--- config.mk ---
export PLATFORM = sky130hd
export DESIGN_NAME = lot_arbiter
export DESIGN_NICKNAME = d
export VERILOG_FILES = /design/src/rtl/lot_arbiter.sv
export SDC_FILE = /design/constraint.sdc
export NUM_CORES = 1
export LEC_CHECK = 0
export CAP_MARGIN = 20
export CELL_PAD_IN_SITES_DETAIL_PLACEMENT = 2
export CELL_PAD_IN_SITES_GLOBAL_PLACEMENT = 2
export CORE_MARGIN = 2
export CORE_UTILIZATION = 26
export CTS_CLUSTER_SIZE = 10
export DETAILED_ROUTE_END_ITERATION = 10
export MAX_ROUTING_LAYER = met4
export PLACE_DENSITY = 0.82
export RECOVER_POWER = 25
export SETUP_SLACK_MARGIN = 0.2
export SLEW_MARGIN = 0
export SYNTH_ARGS = -nofsm -noshare
export SYNTH_HDL_FRONTEND = slang
export SYNTH_SLANG_ARGS = --single-unit
export TNS_END_PERCENT = 10
--- constraint.sdc ---
create_clock -name clk -period 2.8 [get_ports clk]
set_clock_uncertainty 0.05 [all_clocks]
set_input_delay 0.56 -clock clk [delete_from_list [all_inputs] [get_ports clk]]
set_output_delay 0.56 -clock clk [all_outputs]
set_load 0.01 [all_outputs]
--- src/rtl/lot_arbiter.sv ---
// Round-robin arbiter sharing one lottery checker; valid ticket completes 10 cycles after grant, rejected in 2.
// Requesters wait by holding req until their done; no grant is taken while a session is in flight.
module lot_arbiter #(
    parameter int N_REQ = 4,
    parameter int IDW   = 2
) (
    input  logic                 clk,
    input  logic                 reset,
    input  logic [N_REQ-1:0]     req,
    input  logic [20*N_REQ-1:0]  ticket,
    output logic [N_REQ-1:0]     gnt,
    output logic                 busy,
    output logic                 done,
    output logic [IDW-1:0]       done_id,
    output logic [1:0]           done_premio,
    output logic                 done_err,
    output logic                 chk_insere,
    output logic [3:0]           chk_num,
    output logic                 chk_fim,
    output logic                 chk_fim_jogo,
    input  logic [1:0]           chk_premio,
    output logic [7:0]           tickets_cnt
);

    localparam logic [2:0] S_INIT   = 3'd0;
    localparam logic [2:0] S_IDLE   = 3'd1;
    localparam logic [2:0] S_CHECK  = 3'd2;
    localparam logic [2:0] S_DIG    = 3'd3;
    localparam logic [2:0] S_FIM    = 3'd4;
    localparam logic [2:0] S_SAMPLE = 3'd5;
    localparam logic [2:0] S_CLEAR  = 3'd6;
    localparam logic [2:0] S_DONE   = 3'd7;

    logic [2:0]       state;
    logic             live;
    logic [IDW-1:0]   rr_ptr;
    logic [IDW-1:0]   win;
    logic [19:0]      tk_q;
    logic [2:0]       idx;
    logic [N_REQ-1:0] gnt_q;
    logic [1:0]       premio_q;
    logic             err_q;
    logic [7:0]       cnt_q;

    logic             found;
    logic [IDW-1:0]   pick;
    logic [IDW-1:0]   cidx;
    int               c;
    logic [19:0]      sel_tk;
    logic [3:0]       cur_dig;
    logic             tk_bad;

    always_comb begin
        found = 1'b0;
        pick  = '0;
        cidx  = '0;
        c     = 0;
        for (int i = 0; i < N_REQ; i++) begin
            c = int'(rr_ptr) + i;
            if (c >= N_REQ) c = c - N_REQ;
            cidx = c[IDW-1:0];
            if (!found && req[cidx]) begin
                found = 1'b1;
                pick  = cidx;
            end
        end
    end

    always_comb begin
        sel_tk = '0;
        for (int i = 0; i < N_REQ; i++) begin
            if (int'(pick) == i) sel_tk = ticket[20*i +: 20];
        end
    end

    always_comb begin
        case (idx)
            3'd0:    cur_dig = tk_q[19:16];
            3'd1:    cur_dig = tk_q[15:12];
            3'd2:    cur_dig = tk_q[11:8];
            3'd3:    cur_dig = tk_q[7:4];
            3'd4:    cur_dig = tk_q[3:0];
            default: cur_dig = 4'd0;
        endcase
    end

    assign tk_bad = (tk_q[19:16] > 4'd9) || (tk_q[15:12] > 4'd9) || (tk_q[11:8] > 4'd9) ||
                    (tk_q[7:4] > 4'd9) || (tk_q[3:0] > 4'd9);

    // live holds outputs quiet while reset is asserted and stretches INIT by one cycle,
    // so the power-up clear pulse appears only after reset release.
    always_ff @(posedge clk or negedge reset) begin
        if (!reset) begin
            state    <= S_INIT;
            live     <= 1'b0;
            rr_ptr   <= '0;
            win      <= '0;
            tk_q     <= '0;
            idx      <= '0;
            gnt_q    <= '0;
            premio_q <= '0;
            err_q    <= 1'b0;
            cnt_q    <= '0;
        end else begin
            case (state)
                S_INIT: begin
                    if (!live) live <= 1'b1;
                    else       state <= S_IDLE;
                end
                S_IDLE: begin
                    if (found) begin
                        tk_q  <= sel_tk;
                        win   <= pick;
                        gnt_q <= N_REQ'(1) << pick;
                        state <= S_CHECK;
                    end
                end
                S_CHECK: begin
                    if (tk_bad) begin
                        err_q    <= 1'b1;
                        premio_q <= 2'b00;
                        state    <= S_DONE;
                    end else begin
                        err_q <= 1'b0;
                        idx   <= '0;
                        state <= S_DIG;
                    end
                end
                S_DIG: begin
                    if (idx == 3'd4) begin
                        idx   <= '0;
                        state <= S_FIM;
                    end else begin
                        idx <= idx + 3'd1;
                    end
                end
                S_FIM: state <= S_SAMPLE;
                S_SAMPLE: begin
                    if (chk_premio == 2'b11) begin
                        premio_q <= 2'b00;
                        err_q    <= 1'b1;
                    end else begin
                        premio_q <= chk_premio;
                        err_q    <= 1'b0;
                    end
                    state <= S_CLEAR;
                end
                S_CLEAR: state <= S_DONE;
                S_DONE: begin
                    if (int'(win) == N_REQ - 1) rr_ptr <= '0;
                    else                        rr_ptr <= win + IDW'(1);
                    if (!err_q && cnt_q != 8'hFF) cnt_q <= cnt_q + 8'd1;
                    gnt_q <= '0;
                    state <= S_IDLE;
                end
                default: state <= S_INIT;
            endcase
        end
    end

    assign gnt          = gnt_q;
    assign busy         = live && (state != S_IDLE);
    assign done         = (state == S_DONE);
    assign done_id      = win;
    assign done_premio  = premio_q;
    assign done_err     = err_q;
    assign chk_insere   = (state == S_DIG);
    assign chk_num      = (state == S_DIG) ? cur_dig : 4'd0;
    assign chk_fim      = (state == S_FIM);
    assign chk_fim_jogo = (state == S_CLEAR) || (state == S_INIT && live);
    assign tickets_cnt  = cnt_q;

endmodule

**After elaboration in Yosys (flattened, before gate mapping)**

Cells that the tools add are included.

- Bits in registers: 46
- Bits in latches: 0
- RAM bits: 0
- Memory bits (read-only): 0
- Bits of input ports: 88
- Output and inout port bits: 26
- Memories kept: 0

- $add $sub $neg: 10
- Multipliers: 0
- Divide/modulo/power cells: 0
- Order comparisons: 13
- Equal/unequal tests: 23
- Shifts and indexed selects: 1
- Multiplexer cells: 43
- Bitwise gates (word level): 0
- Reductions and logical operators: 27

Operator list:

| operator | count |
|---|---|
| $mux 20 | 4 |
| $pmux 3 s8 | 1 |
| $mux 2 | 11 |
| $gt 4x4->1 const B | 5 |
| $pmux 4 s5 | 1 |
| $mux 3 | 6 |
| $eq 3x3->1 const B | 5 |
| $eq 3x2->1 const B | 4 |
| $lt 2x3->1 const B | 4 |
| $mux 1 | 10 |
| $reduce_and 2->1 | 5 |
| $ge 3x3->1 const B | 3 |
| $add 8x1->8 const B | 1 |
| $bmux 1 s2 | 4 |
| $mux 4 | 2 |
| $ne 2x2->1 const B | 4 |
| $ne 8x8->1 const B | 1 |
| $pmux 4 s2 | 1 |
| $sub 2x1->2 const B | 4 |
| $add 2x2->3 const B | 2 |
| $eq 2x2->1 const B | 3 |
| $eq 3x1->1 const B | 2 |
| $logic_and 1x1->1 | 6 |
| $logic_not 3->1 | 2 |
| 16 further kinds | 26 |

**Longest topological paths before layout**

Gate-level depths: netlist (run 1).

- Depth after elaboration: 19
- Gate-level depth with buffers: 8
- Mapped depth without buffers: 7

**Worst setup path after synthesis (run 1)**

Ideal clock, no wire load.

- Path kind: input-to-reg
- Start: input req[0]
- End: register tk_q[16]
- Setup time: 0.128 ns
- Arrival: 1.983 ns
- Setup slack: 0.638 ns
- Stages on the path: 7
- Buffers on the path: 1
- Path through: nor2b_1 o21ba_1 a211oi_2 buf_6 mux2_2 a221oi_1 o21ai_1

- Word-level cells in the longest chain between the ends: 17
- Elaborated cells on any way between the ends: 31
- Those cells by class: 3 x eq/ne; 20 x mux; 8 x reduce/logical

RTL lines:

| element | line | RTL |
|---|---|---|
| start, declared | 9 | `input logic [N_REQ-1:0] req,` |
| $bmux 1 s2 | 62 | `if (!found && req[cidx]) begin` |
| $mux 1 (not written as such) | 62 |  |
| $mux 1 | 62 |  |
| $logic_not 1->1 | 62 |  |
| $logic_and 1x1->1 | 62 |  |
| $mux 1 | 62 |  |
| $logic_not 1->1 | 62 |  |
| $logic_and 1x1->1 | 62 |  |
| $mux 1 | 62 |  |
| $logic_not 1->1 | 62 |  |
| $logic_and 1x1->1 | 62 |  |
| $mux 2 | 62 |  |
| $logic_not 2->1 | 72 | `if (int'(pick) == i) sel_tk = ticket[20*i +: 20];` |
| $mux 20 (4 in series) | 72 |  |
| end signal, assigned | 112 | `tk_q <= sel_tk;` |
| end, declared | 38 | `logic [19:0] tk_q;` |

Parallel ways exist; a longest one is shown, timed or not. The select of a mux whose other input is x is not followed.
A chain may end at the register's enable or synchronous reset.

**Final worst setup path (run 1)**

- Start: register idx[0]
- End: output chk_num[1]

- Word-level cells in the longest chain between the ends: 3
- Elaborated cells on any way between the ends: 7
- Those cells by class: 4 x eq/ne; 2 x mux; 1 x reduce/logical

RTL lines:

| element | line | RTL |
|---|---|---|
| start, declared | 39 | `logic [2:0] idx;` |
| start signal, assigned | 134 | `idx <= idx + 3'd1;` |
| $eq 3x3->1, or another cell as far along | 77 | `case (idx)` |
| $pmux 4 s5 * | 77 |  |
| $mux 4 * | 168 | `assign chk_num = (state == S_DIG) ? cur_dig : 4'd0;` |
| end, declared | 18 | `output logic [3:0] chk_num,` |

Every way passes the cells marked *; elsewhere a longest branch is shown, timed or not.

==> results of run 1 <==
-- how the worst min path moves through the flow --
stage	cells past startpoint	slack, ns	endpoint	startpoint
global placement	1	0.35	gnt[3]$_DFFE_PN0P_	reset
global route	1	0.13	done_id[0]$_DFFE_PN0P_	reset
finish	1	0.1	done_id[0]$_DFFE_PN0P_	reset
detailed placement	1	0.36	done_id[0]$_DFFE_PN0P_	reset
CTS	1	0.02	done_id[0]$_DFFE_PN0P_	reset
floorplan	0	0.21	done_err$_DFFE_PN0P_	reset
-- cells in the final DEF (no fill, tap or decap), types with 4 or more instances in the layout --
cell             instances
xnor2_1                  4
a222oi_1                 4
nor3b_1                  4
inv_1                    6
o221ai_1                17
o21ai_2                  4
dfrtp_1                 44
nor2b_1                  4
mux2_2                   5
ha_1                     4
and3_1                  15
nand4_1                  4
o21ai_1                 13
a21oi_1                 12
buf_4                   18
clkdlybuf4s50_1        108
o21ai_0                 24
nor2_1                  17
clkbuf_8                 5
nand2_1                 70
nand3_1                 13
-- per-stage QoR --
step	hold WS, ns	area, µm²	setup TNS, ns	total power [mW]	instances
2_1_floorplan	0.214	2820	0	2.52	329
3_3_place_gp	0.353	4140	0	3.31	580
3_5_place_dp	0.362	4140	-0.234	3.45	580
4_1_cts	0.0234	4290	0	4.05	588
5_1_grt	0.135	4290	0	4.35	588
6_report	0.0980	4290	0	4.01	588
-- flip-flops by register name (all words and copies together), names as in the netlist --
register,cells
done_id,2
done_premio,2
tk_q,20
state,3
tickets_cnt,8
idx,3
rr_ptr,2
gnt,4
done_err,1
live,1
-- Yosys cell counts, types with 3 or more instances --
library cell,number
xnor2_1,4
a21oi_1,12
ha_1,7
nor3_1,4
inv_1,8
clkbuf_1,13
nor2_1,17
nor3b_1,4
nand2_1,70
mux2_2,5
o21ai_2,4
nand4_1,4
buf_6,4
o21ai_1,9
nand2b_1,3
o221ai_1,17
o21ai_0,28
and3_4,3
xor2_1,3
nor2b_1,4
a221oi_1,3
and3_1,15
a222oi_1,4
dfrtp_1,46
nand3_1,13
-- where the power goes --
part / internal (mW) / total [mW] / switching, mW
clock network: 0.268 / 0.515 / 0.247
registers: 0.958 / 1.24 / 0.284
logic: 1.04 / 2.25 / 1.21
-- final cells by class --
class                           instances  area (µm²)  area share (%)
Timing Repair Buffer                  132        1250            29.2
Inverter                                8        30.0           0.699
Sequential cell                        46        1150            26.9
Clock buffer                            5        68.8            1.60
Tap cell                              140         175            4.08
Clock inverter                          3        43.8            1.02
Multi-Input combinational cell        254        1570            36.6
-- what timing repair did --
action	CTS	global route
buffers inserted	0	0
setup endpoints to repair	4	24
pin swaps	3	3
gates resized for setup	21	5
-- per-layer routing --
metal	routed length, µm	vias up
li1	-	1420
met1	4560	1495
met2	5700	77
met3	308	14
met4	203	0
met5	0	-
-- kinds of logic after synthesis --
family                     Yosys count
AOI/OAI and AO/OA                   91
buffers and inverters               29
and+or+nand+nor                    144
DFF                                 46
adders and majority gates            7
xor gates and xnor gates             7
muxes                                5
==> results.yml, run 1 <==
yosys:
  yosys.area.top_type_share_pct: 40.8
  synthSimpleGateAreaFrac_pct: 24.4
  synthArstFlopShare_pct: 100
  synth.area.mux_share_pct: 2.00
  syn_inst: 329
  syn_area_mm2: 0.00282
  synth_compound_area_share_pct: 21.7
  ys_ff_latch: 46
  synth_top_area_cell: "dfrtp_1"
  synth_fp_nets: 424
  synth_area_leaders: "dfrtp_1 (41%), nand2_1 (9.3%), o221ai_1 (5.3%)"
  synthAdderAreaFrac_pct: 3.11
  yosysUniqueCellTypes: 43
  synth_edf_count: 0
  synthXorXnorAreaFrac_pct: 2.17
  seq_area_frac_synth_pct: 40.8
  yosys_warnings: 0
  synthFlopType: "dfrtp_1"
  synth_top_family_by_area: "simple AND/OR/NAND/NOR gates"
  syn_area_per_cell_um2: 8.57
grt:
  antenna_found_initial: 0
  grt_overflow: 0
  grt_pass1_wl_um: 17800
  grt_use_met1_pct: 23.4
  grt_max_degree: 40
  met2_usage_pct: 36.7
  gr-usage-all-layers_pct: 20.0
  use_met3_pct: 2.23
  grt_pass1_vias: 3456
  grt-busiest-layer: "met2"
detailed_routing:
  wl_per_cell_um: 18.3
  drt-initial-drc-count: 104
  antenna_left: 0
  viasPerCell: 5.11
  remaining_drc_errors: 0
  finalWirelength_um: 10800
  first_pass_iters: 4
  vias: 3006
floorplan:
  io_pins: 114
  die_y_um: 108
  start_util_pct: 26.4
  rows: 38
  die_x_um: 108
  dieArea_mm2: 0.0117
  coreArea_mm2: 0.0107
setup_path:
  cp_num_cells: 5
  slowest_stage: "dfrtp_2"
  r2r.worst_path.cells: 6
  crit_end: "chk_num[1]"
  critPathLaunch: "idx[0]$_DFFE_PN0P_"
  r2r_slack_ns: 0.70
  critical_path_class: "flip-flop to primary output"
  reg2reg_to: "tk_q[15]$_DFFE_PN0P_"
  cp_data_arrival_time_ns: 1.95
  crit_chain: "ha_1 -> ha_1 -> o31ai_4 -> nor2_1 -> dlygate4sd2_1"
  crit_path_end_kind: "primary output"
  crit_required_ns: 2.19
  critical_path_buf_inv_count: 1
  r2r_start: "rr_ptr[0]$_DFFE_PN0P_"
  crit_path_max_incr_delay_ns: 0.47
  cp-start-kind: "flip-flop"
  crit_family: "adder cells"
  cp_max_fo: 5
  crit_top_cell: "ha_1"
clock_tree:
  postCtsHoldBufs: 0
  htreeDepth: 2
  clkLatencyLatePin_ns: 0.30
  clockBufferDepth: 2
  numCtsBuffers: 5
  clk_pin_slew_ns: 0.10
  tritoncts: "done"
  cts_root_buf: "clkbuf_8"
  cts_num_sinks: 46
timing:
  finalCriticalPeriod_ns: 2.56
  maxSlewViolCount: 0
  max_clock_freq_mhz: 390
  worstMarginPinSlew_ns: 1.02
  setup_viol: 0
  rsz0062_at_grt: "yes"
  period_share_pct: 91.6
  hold_viol_final: 0
  maxSlewHeadroom_pct: 32.3
  setup_ws_ns: 0.236
layout:
  area_growth_pct: 52.3
  antennaDiodeCount: 0
  fill_cells: 1201
  drive_above_1_share_pct: 12.7
  fin_util_pct: 40.1
  nets: 542
flow_run:
  max-cap-violations: 0
place:
  dp_hpwl_um: 8470
  pre_cts_ws_ns: -0.0553
  portBuffers: 113
  place.gp.congestion: 0.776
power:
  peakVddDrop_v: 0.000348
  power_density_mw_per_mm2: 933
  p_leak_nw: 1.79
status:
  outcome: "finished clean"
hold_path:
  hold_class: "input pin to async pin"
Note: power is estimated with default switching activity, not from simulation.
==> run 2, diff against run 1 <==
--- a/config.mk
+++ b/config.mk
@@ -5,15 +5,17 @@
 export SDC_FILE = /design/constraint.sdc
 export NUM_CORES = 1
 export LEC_CHECK = 0
+export ABC_AREA = 1
 export CAP_MARGIN = 20
 export CELL_PAD_IN_SITES_DETAIL_PLACEMENT = 2
 export CELL_PAD_IN_SITES_GLOBAL_PLACEMENT = 2
+export CORE_ASPECT_RATIO = 0.7
 export CORE_MARGIN = 2
 export CORE_UTILIZATION = 26
 export CTS_CLUSTER_SIZE = 10
 export DETAILED_ROUTE_END_ITERATION = 10
 export MAX_ROUTING_LAYER = met4
-export PLACE_DENSITY = 0.82
+export PLACE_DENSITY = 0.84
 export RECOVER_POWER = 25
 export SETUP_SLACK_MARGIN = 0.2
 export SLEW_MARGIN = 0
==> run 2 against run 1 <==
Effect of this change:
- clock power increased by 35%
- first-iteration DRC count rose by 38%
- die area is 22% higher
- final area increased by 15%
- sequential power is 3% lower
- core utilization fell by 2.3 points
- critical path depth is 2 higher
- combinational power is 65% higher
- routed wire length grew 19%
- sequential share of layout area is 3.6 points lower
- largest power group unchanged
- critical path type unchanged
- maximum frequency is 0.30% higher
==> results.yml, run 2 <==
status:
  outcome: "finished clean"
layout:
  largest_reg_flops: 20
  fin_area_mm2: 0.00495
  nets: 746
  stdcell_count: 818
  multiInputGateArea_mm2: 0.00185
  final_common_cell: "nand2_1"
  final_cell_mix: "nand2_1 (172), clkdlybuf4s50_1 (108), inv_1 (92)"
  area_growth_pct: 42.6
  fin_util_pct: 37.8
  largest_register: "tk_q"
  drive_above_1_share_pct: 7.99
  fill_cells: 1546
  seq_area_mm2: 0.00115
power:
  power_mw: 5.60
  power_density_mw_per_mm2: 1130
  peakVddDrop_v: 0.000555
  p_leak_nw: 2.59
grt:
  grt_pass1_wl_um: 21200
  grt_overflow: 0
  gr-usage-all-layers_pct: 19.0
  antenna_found_initial: 1
  grt_max_degree: 47
  grt_pass1_vias: 4218
detailed_routing:
  wl_per_cell_um: 15.6
  remaining_drc_errors: 0
  drt-initial-drc-count: 143
  antenna_left: 0
  first_pass_iters: 4
  finalWirelength_um: 12800
  vias: 3769
  viasPerCell: 4.61
timing:
  setup_ws_ns: 0.244
  hold_viol_final: 0
  period_share_pct: 91.3
  maxSlewHeadroom_pct: 21.6
  finalSetupTns_ns: 0
  finalCriticalPeriod_ns: 2.56
  worst_hold_slack_ns: 0.440
  rsz0062_at_grt: "yes"
  maxSlewViolCount: 0
  setup_viol: 0
  max_clock_freq_mhz: 391
  worstMarginPinSlew_ns: 1.18
hold_path:
  hold_class: "flip-flop to flip-flop"
  hold_start: "tk_q[2]$_DFFE_PN0P_"
setup_path:
  crit_required_ns: 2.19
  critical_path_class: "flip-flop to primary output"
  cp-start-kind: "flip-flop"
  slowest_stage: "dfrtp_1"
  crit_path_end_kind: "primary output"
  cp_data_arrival_time_ns: 1.95
  crit_path_max_incr_delay_ns: 0.41
  r2r_start: "rr_ptr[0]$_DFFE_PN0P_"
  cp_max_fo: 3
  critical_path_buf_inv_count: 2
  critPathLaunch: "idx[0]$_DFFE_PN0P_"
  crit_chain: "ha_1 -> ha_1 -> inv_1 -> o22ai_1 -> nor3_2 -> nor2_1 -> dlygate4sd2_1"
  crit_top_cell: "ha_1"
  crit_family: "adder cells"
yosys:
  yosys.area.top_type_share_pct: 33.1
  syn_area_per_cell_um2: 6.42
  synth_top_area_cell: "dfrtp_1"
  synth_common_cells: "nand2_1 (172), inv_1 (93), nor2_1 (57)"
  synth_area_leaders: "dfrtp_1 (33%), nand2_1 (19%), inv_1 (10%)"
  synthMostInstantiatedCell: "nand2_1"
  seq_area_frac_synth_pct: 33.1
  synthFlopType: "dfrtp_1"
  syn_inst: 541
  yosysUniqueCellTypes: 36
  synth_fp_nets: 636
  yosys_warnings: 0
  syn_area_mm2: 0.00347
  ys_ff_latch: 46
  synthArstFlopShare_pct: 100
  synth_edf_count: 0
clock_tree:
  postCtsHoldBufs: 0
  postCtsSetupBuffers: 0
  clkLatencyLatePin_ns: 0.29
  htreeDepth: 2
  numCtsBuffers: 5
  cts_root_buf: "clkbuf_16"
  clk_pin_slew_ns: 0.06
  tritoncts: "done"
  clockBufferDepth: 2
  cts_num_sinks: 46
floorplan:
  die_x_um: 142
  dieArea_mm2: 0.0143
  rows: 35
  coreArea_mm2: 0.0131
  start_util_pct: 26.5
  io_pins: 114
  die_y_um: 101
place:
  dp_hpwl_um: 10300
  dpl_cell_area_mm2: 0.00476
  pre_cts_ws_ns: 0.0581
  place.gp.congestion: 0.825
  portBuffers: 113
  dp_cells: 810
flow_run:
  max-cap-violations: 0
-- run 2: cell count changes after synthesis, moves of 6 or more --
| cell | previous run | this run |
|---|---|---|
| nand2_2 | 0 | 14 |
| o22ai_1 | 1 | 7 |
| inv_1 | 8 | 93 |
| o221ai_1 | 17 | 1 |
| and3_1 | 15 | 0 |
| nor2_1 | 17 | 57 |
| nand3_1 | 13 | 53 |
| o21ai_0 | 28 | 19 |
| clkbuf_1 | 13 | 1 |
| nand2_1 | 70 | 172 |
-- run 2: power breakdown --
group	total, mW	leakage (nW)	switching [mW]	internal (mW)
logic	3.71	1.93	2.35	1.35
clock network	0.696	0.0829	0.255	0.441
registers	1.20	0.578	0.257	0.944
-- run 2: worst reg2reg max path, cell delays in order (launching register included) --
cell and delay, ns:
dfrtp_1 0.63, inv_2 0.19, nand2_1 0.12, nand2_1 0.08
nand2_1 0.10, inv_1 0.06, a21boi_2 0.19, nand3_2 0.26
nor2_8 0.38, nand2_1 0.12, nand3_1 0.12, nand2_1 0.07
nand2_1 0.06
-- run 2: repair_timing --
item	4_1_cts	5_1_grt
pin swaps	1	1
setup endpoints to repair	4	26
resized for setup	6	4
-- run 2: worst paths after layout --
kind / end / slack [ns] / depth (start not counted)
hold / removal: tk_q[2]$_DFFE_PN0P_ / 0.44 / 2
max in group asynchronous: tk_q[1]$_DFFE_PN0P_ / 1.44 / 2
setup reg to reg: tk_q[4]$_DFFE_PN0P_ / 0.33 / 12
hold reg to reg: tk_q[2]$_DFFE_PN0P_ / 0.44 / 2
min in group asynchronous: done_premio[1]$_DFFE_PN0P_ / 0.53 / 2
setup / recovery: chk_num[1] / 0.24 / 7
-- run 2: kinds of logic (layout without fill, tap and decap cells) --
family / Yosys count / count (layout) / share of synthesized area, %
xor+xnor: 7 / 7 / 1.76
other cells: 0 / 1 / 0
fa+ha+maj: 7 / 7 / 2.52
flops: 46 / 46 / 33.1
buf+inv: 116 / 226 / 14.2
simple gates: 319 / 319 / 40.8
compound gates: 46 / 46 / 7.60
-- run 2: area by class of cell --
cell class | count | share of cell area, %
antenna | 1 | 0.0505
inverter | 99 | 7.53
clock buffer | 6 | 2.80
clock inverter | 1 | 0.606
timing repair buffer | 120 | 24.3
multi-input combinational | 379 | 37.3
sequential | 46 | 23.2
tap | 166 | 4.19
-- run 2: layer usage --
layer  up-vias  share of wire, %  track usage [%]
met3         9               3.2             2.33
met5         -                 0                -
met1      1806                48             24.2
li1       1875                 -                -
met4         0              0.55             2.54
met2        79                48             33.5
